**src/rtl/cpu_pkg.sv**
```systemverilog
// rtl/cpu_pkg.sv - shared constants and types for the instruction fetch slice
package cpu_pkg;

   localparam int INSTR_W = 32;

   // Fetch FSM encodings
   localparam logic [1:0] IF_IDLE = 2'd0;
   localparam logic [1:0] IF_REQ  = 2'd1;
   localparam logic [1:0] IF_HOLD = 2'd2;

   localparam logic [INSTR_W-1:0] NOP_CMD = 32'h0000_0000;
   localparam logic [31:0]        PC_STEP = 32'd4;

   typedef enum logic [1:0] {
      S_IDLE = IF_IDLE,
      S_REQ  = IF_REQ,
      S_HOLD = IF_HOLD
   } if_state_t;

   // Clear the byte offset so every PC stays word aligned.
   function automatic logic [31:0] word_align(input logic [31:0] a);
      return a & ~32'h0000_0003;
   endfunction

endpackage

```
**src/rtl/instr_fetch_if.sv**
```systemverilog
// rtl/instr_fetch_if.sv - fetch unit bus bundle (imem, decode and execute sides)
interface instr_fetch_if;
   import cpu_pkg::*;

   logic               imem_req;
   logic [31:0]        imem_addr;
   logic               imem_ack;
   logic [INSTR_W-1:0] imem_rdata;

   logic [INSTR_W-1:0] cmd;
   logic [31:0]        cmd_pc;
   logic               cmd_valid;
   logic               cmd_ready;

   logic               redirect;
   logic [31:0]        redirect_pc;
   logic               halt;

   modport master (
      output imem_req, imem_addr,
      input  imem_ack, imem_rdata,
      output cmd, cmd_pc, cmd_valid,
      input  cmd_ready,
      input  redirect, redirect_pc, halt
   );

   modport slave (
      input  imem_req, imem_addr,
      output imem_ack, imem_rdata,
      input  cmd, cmd_pc, cmd_valid,
      output cmd_ready,
      output redirect, redirect_pc, halt
   );

endinterface

```
**src/rtl/instr_fetch.sv**
```systemverilog
// rtl/instr_fetch.sv - PC holder and fetch FSM feeding decode with one instruction at a time
module instr_fetch #(
   parameter logic [31:0] RESET_PC = 32'h0000_0000,
   parameter logic [31:0] NOP_CMD  = cpu_pkg::NOP_CMD
) (
   input  logic          clk,
   input  logic          rst_n,
   instr_fetch_if.master fb
);
   import cpu_pkg::*;

   if_state_t          state;
   logic [31:0]        pc;
   logic [31:0]        redir_pc;
   logic               discard;
   logic [INSTR_W-1:0] cmd_q;
   logic [31:0]        cmd_pc_q;
   logic               cmd_valid_q;
   logic [31:0]        target;

   // Redirect target with the byte offset forced to zero
   assign target = word_align(fb.redirect_pc);

   // Outputs come only from registers or the state decode
   assign fb.imem_req  = (state == S_REQ);
   assign fb.imem_addr = pc;
   assign fb.cmd       = cmd_q;
   assign fb.cmd_pc    = cmd_pc_q;
   assign fb.cmd_valid = cmd_valid_q;

   // Fetch FSM: issue request, capture instruction, hold it until decode takes it
   always_ff @(posedge clk or negedge rst_n) begin
      if (!rst_n) begin
         state       <= S_IDLE;
         pc          <= RESET_PC;
         redir_pc    <= RESET_PC;
         discard     <= 1'b0;
         cmd_q       <= NOP_CMD;
         cmd_pc_q    <= RESET_PC;
         cmd_valid_q <= 1'b0;
      end else begin
         case (state)
            S_IDLE: begin
               if (fb.redirect) begin
                  pc <= target;
               end
               if (!fb.halt) begin
                  state <= S_REQ;
               end
            end

            S_REQ: begin
               if (fb.imem_ack) begin
                  if (discard || fb.redirect) begin
                     // Stale data from before a redirect: drop it and restart at the target.
                     // A redirect arriving with the ack is newer than any saved target.
                     discard <= 1'b0;
                     pc      <= fb.redirect ? target : redir_pc;
                     state   <= fb.halt ? S_IDLE : S_REQ;
                  end else begin
                     cmd_q       <= fb.imem_rdata;
                     cmd_pc_q    <= pc;
                     cmd_valid_q <= 1'b1;
                     pc          <= pc + PC_STEP;
                     state       <= S_HOLD;
                  end
               end else if (fb.redirect) begin
                  // The request stays on the bus; remember where to go once it returns
                  discard  <= 1'b1;
                  redir_pc <= target;
               end
            end

            S_HOLD: begin
               if (fb.redirect) begin
                  // Either the held word is the branch itself (ready) or it is squashed
                  cmd_valid_q <= 1'b0;
                  cmd_q       <= NOP_CMD;
                  pc          <= target;
                  state       <= fb.halt ? S_IDLE : S_REQ;
               end else if (fb.cmd_ready) begin
                  cmd_valid_q <= 1'b0;
                  cmd_q       <= NOP_CMD;
                  state       <= fb.halt ? S_IDLE : S_REQ;
               end
            end

            default: begin
               state <= S_IDLE;
            end
         endcase
      end
   end

endmodule

```
**src/flat_wrapper.sv**
```systemverilog
// flat-port wrapper written by rule: the top's interface ports become plain ports
module instr_fetch_flat import cpu_pkg::*;
#(
   parameter logic [31:0] RESET_PC = 32'h0000_0000,
   parameter logic [31:0] NOP_CMD  = cpu_pkg::NOP_CMD
)
  (clk, rst_n, fb_imem_req, fb_imem_addr, fb_imem_ack, fb_imem_rdata, fb_cmd, fb_cmd_pc, fb_cmd_valid, fb_cmd_ready, fb_redirect, fb_redirect_pc, fb_halt);
  instr_fetch_if fb_i ();
  input  logic clk;
  input  logic rst_n;
  output wire logic [$bits(fb_i.imem_req)-1:0] fb_imem_req;
  output wire logic [$bits(fb_i.imem_addr)-1:0] fb_imem_addr;
  input wire logic [$bits(fb_i.imem_ack)-1:0] fb_imem_ack;
  input wire logic [$bits(fb_i.imem_rdata)-1:0] fb_imem_rdata;
  output wire logic [$bits(fb_i.cmd)-1:0] fb_cmd;
  output wire logic [$bits(fb_i.cmd_pc)-1:0] fb_cmd_pc;
  output wire logic [$bits(fb_i.cmd_valid)-1:0] fb_cmd_valid;
  input wire logic [$bits(fb_i.cmd_ready)-1:0] fb_cmd_ready;
  input wire logic [$bits(fb_i.redirect)-1:0] fb_redirect;
  input wire logic [$bits(fb_i.redirect_pc)-1:0] fb_redirect_pc;
  input wire logic [$bits(fb_i.halt)-1:0] fb_halt;
  assign fb_imem_req = fb_i.imem_req;
  assign fb_imem_addr = fb_i.imem_addr;
  assign fb_i.imem_ack = fb_imem_ack;
  assign fb_i.imem_rdata = fb_imem_rdata;
  assign fb_cmd = fb_i.cmd;
  assign fb_cmd_pc = fb_i.cmd_pc;
  assign fb_cmd_valid = fb_i.cmd_valid;
  assign fb_i.cmd_ready = fb_cmd_ready;
  assign fb_i.redirect = fb_redirect;
  assign fb_i.redirect_pc = fb_redirect_pc;
  assign fb_i.halt = fb_halt;
  instr_fetch #(.RESET_PC(RESET_PC), .NOP_CMD(NOP_CMD)) u_core (.clk(clk), .rst_n(rst_n), .fb(fb_i));
endmodule
```
**config.mk**
```make
export PLATFORM = sky130hd
export DESIGN_NAME = instr_fetch_flat
export DESIGN_NICKNAME = d
export VERILOG_FILES = /design/src/rtl/cpu_pkg.sv /design/src/rtl/instr_fetch_if.sv /design/src/rtl/instr_fetch.sv /design/src/flat_wrapper.sv
export SDC_FILE = /design/constraint.sdc
export NUM_CORES = 1
export LEC_CHECK = 0
export BUFFER_PORTS_ARGS = -buffer_cell sky130_fd_sc_hd__buf_2
export CORE_MARGIN = 2
export CORE_UTILIZATION = 50
export CTS_BUF_LIST = sky130_fd_sc_hd__clkbuf_4 sky130_fd_sc_hd__clkbuf_8
export CTS_CLUSTER_SIZE = 12
export DETAILED_ROUTE_END_ITERATION = 10
export GPL_ROUTABILITY_DRIVEN = 1
export PLACE_DENSITY = 0.79
export REMOVE_ABC_BUFFERS = 1
export SLEW_MARGIN = 20
export SYNTH_ARGS = -nofsm -noshare
export SYNTH_HDL_FRONTEND = slang
export SYNTH_SLANG_ARGS = --single-unit
```
**constraint.sdc**
```tcl
create_clock -name clk -period 4.75 [get_ports clk]
set_input_delay 0.7125 -clock clk [delete_from_list [all_inputs] [get_ports clk]]
set_output_delay 0.7125 -clock clk [all_outputs]
set_load 0.05 [all_outputs]
```
==> results.md <==
| Parameter | Reported |
|:---|:---|
| Run status | finished clean |
| Floorplan die width | 117 µm |
| Die ar. | 13600 µm² |
| Global routing usage summed across all routing layers | 26.9% |
| Slowest cell delay on critical path | 810 ps |
| Worst skew pair latency | 450 ps |
| RR Startpoint | u_core.state[0]$_DFFE_PN0P_ |
| Number of cells on the worst reg-to-reg path | 6 |
| Clock buffers created by TritonCTS | 17 |
| Clock Path Buffers | 2 |
| Gate count after technology mapping | 686 |
| Pin count of the biggest net entering global routing | 101 |
| Initial DRC Count | 520 |
| Setup repair after global routing missed its margin | false |
| Non-filler instance count after layout | 1024 |
| Number of I/O port buffers | 165 |
| Final setup violating endpoints | 0 |
| Iteration count of the initial detailed-routing pass | 6 |
| Worst EP arrival | 3240 ps |
| Number of levels in the clock H-tree | 4 |
| Placement Cell Area | 7300 µm² |
| Synth warn | 0 |
| P_leak | 3.83 nW |
| Critical Path Source Type | flip-flop |
| CP Buf/Inv Count | 1 |
| DRC violation count after routing | 0 |
| Routed vias | 5808 |
| Area added between synthesis and finish | 21.2% |
| Design area | 7670 µm² |
| PD cells | 714 nW/µm² |
| Antenna violations before repair | 1 |
| Cell occurring most often along the worst timing path | sky130_fd_sc_hd__nor3_1 |
| Total of flip-flops plus latches after synthesis | 132 |
| Wire length of the first global-routing pass | 28000 µm |
| Achievable Freq | 343 MHz |
| Global placer's final weighted congestion | 0.817 |
| Total wire length | 17800 µm |
| Antenna viol nets, final | 0 |
| Setup Crit Path Kind | flip-flop to flip-flop |
| Number of enable-type register cells in the synthesized netlist | 0 |
| Number of instances resized during post-cts repair | 0 |
| Actual transition at the worst max-transition pin | 1030 ps |
| Buffer cell driving the clock tree root | sky130_fd_sc_hd__clkbuf_8 |
| Vertical die dimension | 117 µm |
| Per-cell via count in the routed design | 5.67 |
| Total congestion overflow | 0 |
| CTS tree | yes |
| Tcrit/Tclk final | 61.5% |
| Critical path depth | 6 |
| Average detailed-routed wire length per instance | 17.3 µm |
| Sequential cell area fraction in the yosys report | 52.2% |
| Count of different cell masters after synthesis | 63 |
| R2r endpoint | u_core.fb.imem_addr[25]$_DFFE_PN0P_ |
| Clock transition at the register clock pins on the worst setup and hold paths after CTS | 70 ps |
| Post-placement cell count | 991 |
| Crit path capture type | flip-flop |
| Reported max-cap violation count | 0 |
| Post-CTS setup buffer count | 0 |
| Row Count | 41 |
| Primary flip-flop cell chosen by synthesis mapping | sky130_fd_sc_hd__dfrtp_1 |
| Max Slew Vio Count | 0 |
| Post-route worst setup slack | 1830 ps |
| Worst path top cell family by delay | simple AND/OR/NAND/NOR gates |
| CP Capture Point | u_core.fb.imem_addr[25]$_DFFE_PN0P_ |
| Placeable core region | 12500 µm² |
| CP required | 5070 ps |
| Worst R2R Setup Slack | 1830 ps |
| Chain of cells forming the critical path | nand3b_1 > nor2_4 > buf_4 > nand2_1 > nor3_1 > nor3_1 |
| Post-synthesis instance area | 6330 µm² |
| Number of I/O pins | 168 |
| Aggregate negative setup slack | 0 ps |
| Number of buffers added to fix hold violations after cts | 0 |
| Worst slack after detailed placement | 1910 ps |
| Largest fanout on the critical path | 22 |
| Kind of path behind the tightest hold check | input port to async pin |
| Number of failing hold endpoints at the final stage | 0 |
| Slowest cell on the critical path | sky130_fd_sc_hd__dfrtp_1 |
| Layout cell share with drive strength beyond 1 | 30.2% |
| Origin of the worst setup path | u_core.state[0]$_DFFE_PN0P_ |
| Worst ir drop on vdd | 0.394 mV |
| Total number of nets in the final design | 909 |
| Post-Route Hold Slack | 345 ps |
| Via count of the first global-routing pass | 5574 |
| Post-DP HPWL | 12000 µm |
| Mean instance size in the synthesized netlist | 9.23 µm² |
| Async set-reset flop share out of synthesis | 100% |
| Tmin final | 2920 ps |
| Relative slew slack | 30.1% |
| Clock Skews | 9.73 ps |
| Clock tree sinks | 132 |
| Starting Density | 50.8% |
metrics by stage:
stage               total power, mW  util [%]
global placement               4.58      58.6
detailed placement             4.64      58.6
CTS                            5.50      61.5
global route                   5.80      61.5
floorplan                      3.90         -
finish                         5.47      61.5
registers in the layout (all words and copies together) (netlist names):
name and flops:
u_core.redir_pc 32, u_core.fb.imem_addr 32, u_core.state 2, u_core.discard 1
u_core.fb.cmd_pc 32, u_core.fb.cmd 32, u_core.fb.cmd_valid 1
placed cells by master (no fill, tap or decap), types with 5 or more instances in the layout:
cell,n
sky130_fd_sc_hd__dfrtp_1,132
sky130_fd_sc_hd__a211oi_1,9
sky130_fd_sc_hd__a21oi_1,24
sky130_fd_sc_hd__o22ai_1,5
sky130_fd_sc_hd__mux2_2,31
sky130_fd_sc_hd__inv_1,9
sky130_fd_sc_hd__nand2_1,211
sky130_fd_sc_hd__nor2_1,30
sky130_fd_sc_hd__buf_2,164
sky130_fd_sc_hd__buf_4,10
sky130_fd_sc_hd__clkbuf_8,21
sky130_fd_sc_hd__nand3_1,42
sky130_fd_sc_hd__nand2b_1,5
sky130_fd_sc_hd__mux2i_1,11
sky130_fd_sc_hd__a31oi_1,6
sky130_fd_sc_hd__clkinv_2,6
sky130_fd_sc_hd__nor3_1,10
sky130_fd_sc_hd__o21ai_0,28
sky130_fd_sc_hd__nor2b_1,5
area by class of cell:
cell class              instances  area [µm²]
fillers                      1113        4800
clock buffers                  23         304
well taps                     172         215
multi-input cells             503        2850
diodes                          1        2.50
clock inverters                 9        53.8
inverters                       9        33.8
repair buffers                175         907
flip-flops and latches        132        3300
per-layer routing:
| layer | vias up | track usage (%) | part of all wire, % |
|---|---|---|---|
| li1 | 2687 | - | - |
| met5 | - | 0 | 0 |
| met4 | 0 | 11.4 | 2.5 |
| met2 | 305 | 43.8 | 46 |
| met3 | 41 | 7.32 | 9.9 |
| met1 | 2775 | 34.0 | 42 |
synthesized netlist by cell type (3+ instances only):
cell type,count,area [µm²]
sky130_fd_sc_hd__a31oi_1,6,37.5
sky130_fd_sc_hd__nand4_1,3,18.8
sky130_fd_sc_hd__o211ai_1,3,22.5
sky130_fd_sc_hd__clkbuf_1,30,113
sky130_fd_sc_hd__inv_1,9,33.8
sky130_fd_sc_hd__nor4_1,4,25.0
sky130_fd_sc_hd__mux2i_1,11,110
sky130_fd_sc_hd__nor2_1,32,120
sky130_fd_sc_hd__o21a_1,3,22.5
sky130_fd_sc_hd__nor3_1,10,50.1
sky130_fd_sc_hd__and2_1,3,18.8
sky130_fd_sc_hd__or3_1,4,25.0
sky130_fd_sc_hd__a21oi_1,24,120
sky130_fd_sc_hd__a22oi_1,4,30.0
sky130_fd_sc_hd__buf_2,11,55.1
sky130_fd_sc_hd__nand3_1,42,210
sky130_fd_sc_hd__o22ai_1,5,31.3
sky130_fd_sc_hd__a211oi_1,9,67.6
sky130_fd_sc_hd__nand2_1,212,796
sky130_fd_sc_hd__and4_1,4,35.0
sky130_fd_sc_hd__o21ai_0,28,140
sky130_fd_sc_hd__xor2_1,4,35.0
sky130_fd_sc_hd__a311oi_1,4,35.0
sky130_fd_sc_hd__nor2b_1,5,31.3
sky130_fd_sc_hd__mux2_2,31,349
sky130_fd_sc_hd__dfrtp_1,132,3300
sky130_fd_sc_hd__xnor2_1,3,26.3
sky130_fd_sc_hd__nand2b_1,5,31.3
logic make-up (layout without fill, tap and decap cells):
logic type / count (synthesis) / after routing / share of synthesized area, %
AND/OR/NAND/NOR: 340 / 340 / 24.2
flip-flops: 132 / 132 / 52.2
AO/OA/AOI/OAI: 113 / 113 / 12.0
buffers and inverters: 51 / 216 / 3.24
multiplexers: 42 / 42 / 7.25
XOR/XNOR: 7 / 7 / 0.969
adder cells (fa/ha/maj): 1 / 1 / 0.198
other: 0 / 1 / 0
how the worst min path moves through the flow:
stage               depth (start not counted)  slack (ps)                              from                          endpoint
finish                                      1         340                             rst_n      u_core.fb.cmd[8]$_DFFE_PN0P_
global route                                2         420                           fb_halt       u_core.state[0]$_DFFE_PN0P_
CTS                                         1         390                             rst_n      u_core.fb.cmd[2]$_DFFE_PN0P_
detailed placement                          2         460   u_core.fb.cmd_pc[2]$_DFFE_PN0P_   u_core.fb.cmd_pc[2]$_DFFE_PN0P_
global placement                            2         450  u_core.fb.cmd_pc[21]$_DFFE_PN0P_  u_core.fb.cmd_pc[21]$_DFFE_PN0P_
floorplan                                   0         420                             rst_n        u_core.discard$_DFFE_PN0P_
worst reg2reg max path: stages, from the launching register on:
cell                       delay (ps)
sky130_fd_sc_hd__dfrtp_1          810
sky130_fd_sc_hd__nand3b_1         580
sky130_fd_sc_hd__nor2_4           630
sky130_fd_sc_hd__buf_4            370
sky130_fd_sc_hd__nand2_1          130
sky130_fd_sc_hd__nor3_1           200
sky130_fd_sc_hd__nor3_1            70
power by group:
group | switching, mW | leakage [nW] | internal, mW | total [mW]
clock network | 0.421 | 0.188 | 0.422 | 0.843
logic | 1.98 | 2.01 | 0.665 | 2.65
registers | 0.410 | 1.63 | 1.57 | 1.98
total | 2.81 | 3.83 | 2.66 | 5.47
(Power assumes the default switching activity.)
